## config.mk

```make
export PLATFORM = sky130hd
export DESIGN_NAME = vs_sci_reader
export DESIGN_NICKNAME = d
export VERILOG_FILES = /design/src/rtl/vs_sci_reader.sv
export SDC_FILE = /design/constraint.sdc
export NUM_CORES = 1
export LEC_CHECK = 0
export ABC_AREA = 0
export CAP_MARGIN = 20
export CELL_PAD_IN_SITES_DETAIL_PLACEMENT = 1
export CELL_PAD_IN_SITES_GLOBAL_PLACEMENT = 2
export CORE_MARGIN = 3
export CORE_UTILIZATION = 39
export DETAILED_ROUTE_END_ITERATION = 8
export DONT_BUFFER_PORTS = 1
export PLACE_DENSITY = 0.85
export SYNTH_ARGS = -nofsm -noshare
export SYNTH_HDL_FRONTEND = slang
export SYNTH_SLANG_ARGS = --single-unit
```

## constraint.sdc

```tcl
create_clock -name clk -period 3.07 [get_ports clk]
set_clock_uncertainty 0.15 [all_clocks]
set_input_delay 0.614 -clock clk [delete_from_list [all_inputs] [get_ports clk]]
set_output_delay 0.614 -clock clk [all_outputs]
set_load 0.01 [all_outputs]
```

## src/rtl/vs_sci_reader.sv

```systemverilog
// vs_sci_reader: SCI register read controller for a VS10xx decoder.
// Issues SCI READ (opcode 0x03) frames on the shared XCS/SCK/SI pins after a
// request/grant handshake and captures the 16-bit reply from SO. It also
// re-reads POLL_ADDR (SCI_DECODE_TIME) every POLL_DIV cycles while poll_en=1.
//
// Ports:
//   clk, rst          clock; synchronous active-low reset (applied on negedge)
//   start, addr       one-cycle read request and its register address
//   poll_en           enable automatic polling of POLL_ADDR
//   busy, done, err   status: in transaction / read complete / DREQ timeout
//   rdata             last value read
//   decode_time       last value read from POLL_ADDR
//   bus_req, bus_gnt  handshake with the write driver for the shared pins
//   DREQ, SO          decoder ready and serial data out
//   XCS, SCK, SI      SCI chip select (active low), serial clock, serial data
module vs_sci_reader #(
  parameter logic [31:0] POLL_DIV     = 32'd12288,
  parameter logic [7:0]  POLL_ADDR    = 8'h04,
  parameter logic [31:0] DREQ_TIMEOUT = 32'd65535,
  parameter logic [7:0]  GAP          = 8'd8
) (
  input  logic        clk,
  input  logic        rst,
  input  logic        start,
  input  logic [7:0]  addr,
  input  logic        poll_en,
  output logic        busy,
  output logic        done,
  output logic        err,
  output logic [15:0] rdata,
  output logic [15:0] decode_time,
  output logic        bus_req,
  input  logic        bus_gnt,
  input  logic        DREQ,
  input  logic        SO,
  output logic        XCS,
  output logic        SCK,
  output logic        SI
);

  localparam int unsigned FRAME_BITS = 32;
  localparam int unsigned CNT_W      = 6;
  localparam logic [7:0]  SCI_READ   = 8'h03;

  typedef enum logic [2:0] {
    S_IDLE,
    S_REQ,
    S_WAIT_DREQ,
    S_SHIFT,
    S_GAPW
  } state_t;

  state_t           state_q;
  logic [7:0]       addr_q;
  logic [31:0]      sreg_q;
  logic [CNT_W-1:0] bitcnt_q;
  logic [14:0]      rdata_sh_q;
  logic [31:0]      tcnt_q;
  logic [7:0]       gcnt_q;
  logic [31:0]      pcnt_q;
  logic             pending_q;
  logic             sck_en_q;
  logic             so_q;
  logic             poll_tick_c;
  logic             take_poll_c;

  // SCK is a gated copy of clk so each enabled period is exactly one pulse.
  assign SCK = clk & sck_en_q;

  assign poll_tick_c = poll_en && (pcnt_q == POLL_DIV - 32'd1);
  assign take_poll_c = (state_q == S_IDLE) && !start && pending_q;

  // SO is captured on the rising clk edge, i.e. on the rising SCK edge.
  always_ff @(posedge clk) begin
    if (!rst) so_q <= 1'b0;
    else      so_q <= SO;
  end

  // Poll interval counter; a tick raised while one is pending merges into it.
  always_ff @(negedge clk) begin
    if (!rst || !poll_en) begin
      pcnt_q    <= '0;
      pending_q <= 1'b0;
    end else begin
      pcnt_q    <= poll_tick_c ? '0 : pcnt_q + 32'd1;
      pending_q <= poll_tick_c | (pending_q & ~take_poll_c);
    end
  end

  // Transaction sequencer with registered pin and status outputs.
  always_ff @(negedge clk) begin
    if (!rst) begin
      state_q     <= S_IDLE;
      addr_q      <= '0;
      sreg_q      <= '0;
      bitcnt_q    <= '0;
      rdata_sh_q  <= '0;
      tcnt_q      <= '0;
      gcnt_q      <= '0;
      sck_en_q    <= 1'b0;
      XCS         <= 1'b1;
      SI          <= 1'b0;
      busy        <= 1'b0;
      done        <= 1'b0;
      err         <= 1'b0;
      bus_req     <= 1'b0;
      rdata       <= '0;
      decode_time <= '0;
    end else begin
      done <= 1'b0;
      err  <= 1'b0;
      case (state_q)
        S_IDLE: begin
          if (start) begin
            addr_q  <= addr;
            busy    <= 1'b1;
            bus_req <= 1'b1;
            state_q <= S_REQ;
          end else if (pending_q) begin
            addr_q  <= POLL_ADDR;
            busy    <= 1'b1;
            bus_req <= 1'b1;
            state_q <= S_REQ;
          end
        end

        S_REQ: begin
          if (bus_gnt) begin
            tcnt_q  <= '0;
            state_q <= S_WAIT_DREQ;
          end
        end

        S_WAIT_DREQ: begin
          if (DREQ) begin
            sreg_q     <= {SCI_READ, addr_q, 16'h0000};
            bitcnt_q   <= CNT_W'(FRAME_BITS);
            rdata_sh_q <= '0;
            state_q    <= S_SHIFT;
          end else if (tcnt_q == DREQ_TIMEOUT - 32'd1) begin
            err     <= 1'b1;
            bus_req <= 1'b0;
            gcnt_q  <= '0;
            state_q <= S_GAPW;
          end else begin
            tcnt_q <= tcnt_q + 32'd1;
          end
        end

        S_SHIFT: begin
          if (bitcnt_q != '0) begin
            XCS      <= 1'b0;
            sck_en_q <= 1'b1;
            SI       <= sreg_q[31];
            sreg_q   <= {sreg_q[30:0], 1'b0};
            bitcnt_q <= bitcnt_q - CNT_W'(1);
            // This edge ends pulse 32-bitcnt; pulses 17..31 carry reply bits.
            if (bitcnt_q <= CNT_W'(15)) rdata_sh_q <= {rdata_sh_q[13:0], so_q};
          end else begin
            // Edge after pulse 32: its reply bit is still in so_q.
            XCS      <= 1'b1;
            sck_en_q <= 1'b0;
            SI       <= 1'b0;
            rdata    <= {rdata_sh_q, so_q};
            if (addr_q == POLL_ADDR) decode_time <= {rdata_sh_q, so_q};
            done     <= 1'b1;
            bus_req  <= 1'b0;
            gcnt_q   <= '0;
            state_q  <= S_GAPW;
          end
        end

        S_GAPW: begin
          if (gcnt_q == GAP - 8'd1) begin
            busy    <= 1'b0;
            state_q <= S_IDLE;
          end else begin
            gcnt_q <= gcnt_q + 8'd1;
          end
        end

        default: state_q <= S_IDLE;
      endcase
    end
  end

endmodule

```

==> results of run 1 <==
[state kept, by name (all words and copies together) (netlist names), 3 cells and up]
name / cells
gcnt_q: 8
decode_time: 16
pcnt_q: 32
addr_q: 8
rdata: 16
state_q: 3
bitcnt_q: 6
tcnt_q: 32
rdata_sh_q: 15
sreg_q: 16
[metrics by stage]
stage	setup WS, ps	hold slack [ps]	utilization [%]	total power, mW	area, um^2
floorplan	-742	282	-	2.59	7310
global placement	-938	289	43.5	2.62	7650
detailed placement	-959	298	43.5	2.63	7650
CTS	-347	19.8	51.7	5.75	9100
global route	-508	23.0	52.5	6.03	9240
finish	-473	39.9	52.5	5.62	9240
[power by group through the flow]
| stage | clock (mW) | sequential, mW | combinational [mW] |
|---|---|---|---|
| floorplan | 0.317 | 2.16 | 0.108 |
| global placement | 0.317 | 2.17 | 0.135 |
| detailed placement | 0.317 | 2.17 | 0.141 |
| CTS | 3.47 | 2.14 | 0.144 |
| global route | 3.75 | 2.13 | 0.159 |
| finish | 3.34 | 2.13 | 0.144 |
[cell type report]
class	instances	area share [%]
clock inverters	175	8.79
clock buffers	20	5.42
multi-input cells	614	41.2
inverters	16	0.732
flip-flops and latches	161	35.7
well taps	225	3.05
repair buffers	47	5.09
[logic make-up (layout without fill, tap and decap cells)]
logic type / after synthesis / after routing / share of synthesized area (%)
flops: 161 / 161 / 45.3
fa+ha+maj: 6 / 6 / 1.06
simple gates: 383 / 383 / 27.4
compound gates: 164 / 164 / 14.0
mux: 25 / 25 / 3.52
buf+inv: 62 / 258 / 4.20
xor+xnor: 36 / 36 / 4.43
[layer usage]
metal / vias to the layer above / wire [um]
met5: - / 0
met3: 31 / 1000
met4: 0 / 313
met2: 159 / 11200
li1: 3371 / -
met1: 3478 / 9140
[Yosys cell counts (all sizes together) (10+ instances only)]
| cell | n |
|---|---|
| nand2b | 11 |
| nand3 | 55 |
| nand4 | 23 |
| xnor2 | 21 |
| o21ai | 36 |
| xor2 | 15 |
| nor4 | 22 |
| nor2 | 90 |
| nor3 | 26 |
| buf | 10 |
| nand2 | 90 |
| inv | 17 |
| a21oi | 77 |
| mux2i | 25 |
| or3 | 18 |
| dfxtp | 161 |
| clkbuf | 35 |
| or4 | 10 |
[final timing paths]
path	startpoint	endpoint	slack, ps	cells past startpoint
max reg2reg	tcnt_q[1]	gcnt_q[1]	310	7
min reg2reg	sreg_q[29]	sreg_q[29]	310	2
max	DREQ	tcnt_q[28]	-470	6
min	SO	so_q	40	1
[timing repair]
action,CTS,global route
pin swaps,6,10
hold endpoints to repair,0,0
gates resized for setup,54,24
endpoints found under the setup margin,65,68
gates cloned,0,0
setup buffers,6,5
[critical path, delay by kind of cell]
family | cells | cell delay [ps]
AOI/OAI and AO/OA | 3 | 740
buffers and inverters | 1 | 210
and+or+nand+nor | 2 | 810
==> impl_metrics.tcl, run 1 <==
set metrics [dict create \
    die_w_um 141 \
    setup_tns_ps -15920 \
    power_density_nw_per_um2 609 \
    timing.slew.headroom_pct 46.9 \
    drive_gt1_share_pct 16.4 \
    critPathMaxFanout 6 \
    nFillCells 2120 \
    grt_pass1_wl_um 36200 \
    core_area_um2 17600 \
    status "finished with violations" \
    slowest_delay_ps 500 \
    setup_ws_ps -473 \
    violations "setup timing" \
    via_per_inst 5.60 \
    synth_edf_count 0 \
    slew_violations 0 \
    drtPass1Iterations 5 \
    yosys.area.top_type "dfxtp_1" \
    layout_common_cells "175 x inv_1, 122 x dfxtp_1, 88 x nor2_1" \
    postCtsHoldBufs 0 \
    syn_to_final_growth_pct 29.9 \
    drc 0 \
    netSwitchingFraction_pct 33.1 \
    vias 7039 \
    cp_data_arrival_time_ps 2380 \
    place_congestion 0.798 \
    grt_pass1_vias 7877 \
    hpwl_um 13300 \
    fin_nets 1041 \
    io_pins 54 \
    combPwrFrac_pct 2.6 \
    postSynthAreaPerCell_um2 8.50 \
    grtUsageTotal_pct 21.9 \
    cts_tree "yes" \
    clkTransAtPathRegs_ps 80 \
    die-height_um 141 \
    seq_area_um2 3290 \
    crit_type "in2reg" \
    clk_latency_ps 610 \
    cellInternalPower_mw 3.76 \
    cap_violations 0 \
    synthTopCellsByArea "dfxtp_1 45%, a21oi_1 5.4%, nand2_1 4.8%, nor2_1 4.8%, nand3_1 3.9%" \
    synthesis.area_um2 7110 \
    row_count 48 \
    critPathLaunchType "input pin" \
    met2_usage_pct 36.7 \
    grt_max_degree 42 \
    hold_viol 0 \
    syn_nets 858 \
    final_common_cell "inv_1" \
    grtUsageMet1_pct 24.3 \
    initial_core_util_pct 40.4 \
    worst_pin_slew_ps 791 \
    ys_ff_latch 161 \
    synth_warnings 0 \
    hp-class "in2reg" \
    peakVddDrop_uv 415 \
    ant_nets 0 \
    busiest_layer "met2" \
    final_cells 1258 \
    wl_per_cell_um 17.2 \
    n_antenna_cell 0 \
    grt_antenna_before_repair 0 \
    end_kind "flop" \
    ys_async_sr_fraction_pct 0 \
    switchingPower_mw 1.86 \
    p_leak_nw 3.69 \
    die-area_um2 19900 \
    dp_cells 1054 \
    multiInputGateArea_um2 3810 \
    crit_slowest_cell "or4b_4" \
    grt.overflow.total 0 \
    clkPwrFrac_pct 59.5 \
    drt_iter0_drc 338 \
    power_frac_seq_pct 38.0 \
    cp_cell_sequence "or4b_4 -> a211oi_4 -> o211ai_1 -> buf_4 -> or3_1 -> a21oi_1" \
    syn_inst 837 \
    ys_types 65 \
    cp.required_ps 1900 \
    use_met3_pct 7.90 \
    synth_top_area_share_pct 45.3 \
    yosysSeqAreaShare_pct 45.3 \
    finalSetupViolCount 66 \
    grt_setup_unrepaired "true" \
    ys_dominant_reg_cell "dfxtp_1" \
    io_buffers 0 \
    routed_wl_um 21600 \
]
Note: power is estimated with default switching activity, not from simulation.
==> run 2, diff against run 1 <==
--- a/config.mk
+++ b/config.mk
@@ -11,7 +11,6 @@
 export CELL_PAD_IN_SITES_GLOBAL_PLACEMENT = 2
-export CORE_MARGIN = 3
-export CORE_UTILIZATION = 39
+export CORE_UTILIZATION = 42
 export DETAILED_ROUTE_END_ITERATION = 8
 export DONT_BUFFER_PORTS = 1
-export PLACE_DENSITY = 0.85
+export PLACE_DENSITY = 0.91
 export SYNTH_ARGS = -nofsm -noshare
==> constraint.sdc (replaced) <==
create_clock -name clk -period 4.1 [get_ports clk]
set_clock_uncertainty 0.15 [all_clocks]
set_input_delay 0.615 -clock clk [delete_from_list [all_inputs] [get_ports clk]]
set_output_delay 0.615 -clock clk [all_outputs]
set_load 0.01 [all_outputs]
==> impl_metrics.tcl, run 2 (same netlist as run 1, synthesis figures left out) <==
set metrics [dict create \
    cp_data_arrival_time_ps 2280 \
    hp-class "in2reg" \
    row_count 47 \
    wl_per_cell_um 16.4 \
    switchingPower_mw 1.23 \
    grt_pass1_wl_um 34500 \
    grt_max_degree 63 \
    end_kind "flop" \
    die_w_um 132 \
    path_delay_family "simple AND/OR/NAND/NOR gates" \
    p_leak_nw 3.45 \
    setup_tns_ps 0 \
    drtPass1Iterations 5 \
    ant_nets 0 \
    timing.slew.headroom_pct 33.4 \
    place_congestion 0.795 \
    post_cts_resized 0 \
    grtUsageTotal_pct 24.0 \
    io_pins 54 \
    critPathLaunchType "input pin" \
    syn_to_final_growth_pct 21.4 \
    fin_util_pct 52.1 \
    die-area_um2 17500 \
    peakVddDrop_uv 268 \
    hpwl_um 12700 \
    cts_setup_buffers 0 \
    io_buffers 0 \
    hold_viol 0 \
    cp_cell_sequence "or4b_4 -> a211oi_2 -> o211ai_1 -> or3_1 -> a21oi_1" \
    power_density_nw_per_um2 466 \
    stdcell_area_um2 8640 \
    slowest_delay_ps 480 \
    die-height_um 132 \
    cp.required_ps 2380 \
    timing.critical_path.buf_inv 0 \
    combPwrFrac_pct 2.3 \
    cap_violations 0 \
    cellInternalPower_mw 2.80 \
    drt_iter0_drc 322 \
    grt.overflow.total 0 \
    slew_violations 0 \
    drive_gt1_share_pct 8.09 \
    fin_nets 1021 \
    crit_type "in2reg" \
    cts_tree "yes" \
    core_area_um2 16600 \
    clkTransAtPathRegs_ps 70 \
    drc 0 \
    critPathMaxFanout 10 \
    reg.largest.list "pcnt_q (32), tcnt_q (32)" \
    crit_slowest_cell "or4b_4" \
    via_per_inst 5.58 \
    status "complete, no violations" \
    initial_core_util_pct 42.9 \
    postCtsHoldBufs 0 \
    clkPwrFrac_pct 57.9 \
    placed_cell_area_um2 7410 \
    netSwitchingFraction_pct 30.5 \
    grt_antenna_before_repair 0 \
    clk_latency_ps 600 \
    finalSetupViolCount 0 \
    worst_pin_slew_ps 995 \
    layout_common_cells "177 x inv_1, 161 x dfxtp_1, 90 x nand2_1, 90 x nor2_1, 77 x a21oi_1" \
    final_common_cell "inv_1" \
    routed_wl_um 20200 \
    n_antenna_cell 0 \
    grt_setup_unrepaired "false" \
    vias 6882 \
    power_frac_seq_pct 39.8 \
    grt_pass1_vias 7621 \
]
-- run 2: power groups by stage --
stage	registers, mW	logic, mW	clock network (mW)
2_1_floorplan	1.62	0.0725	0.237
3_3_place_gp	1.62	0.0903	0.237
3_5_place_dp	1.62	0.0938	0.237
4_1_cts	1.60	0.0951	2.43
5_1_grt	1.60	0.105	2.61
6_report	1.60	0.0944	2.33
-- run 2: per-layer routing --
| layer | vias up | GRT usage (%) | part of all wire, % |
|---|---|---|---|
| li1 | 3332 | - | - |
| met1 | 3361 | 26.6 | 43 |
| met2 | 160 | 39.6 | 51 |
| met3 | 29 | 9.30 | 4.4 |
| met4 | 0 | 13.0 | 1.7 |
| met5 | - | 0 | 0 |
-- run 2: worst paths after layout --
kind                            startpoint  slack [ps]  cells past startpoint         end
worst max-delay path                  DREQ         100                      5  tcnt_q[20]
worst min-delay path                   rst          80                      1        so_q
worst min register to register  sreg_q[29]         310                      2  sreg_q[29]
worst max register to register   tcnt_q[0]        1230                      7   gcnt_q[7]
-- run 2: per-stage QoR --
step / power, mW / hold slack [ps] / setup WS (ps) / cells
6_report: 4.03 / 76.6 / 98.7 / 1233
5_1_grt: 4.32 / 49.7 / 5.51 / 1233
4_1_cts: 4.13 / 55.8 / 121 / 1233
3_5_place_dp: 1.96 / 306 / -489 / 1039
3_3_place_gp: 1.95 / 289 / -452 / 1039
2_1_floorplan: 1.93 / 282 / -228 / 837
-- run 2: final cells by class --
type,count,area (um^2)
repair buffers,27,240
well taps,220,275
fillers,2073,7950
flip-flops and latches,161,3220
clock buffers,20,500
clock inverters,175,734
multi-input cells,614,3600
inverters,16,60.1
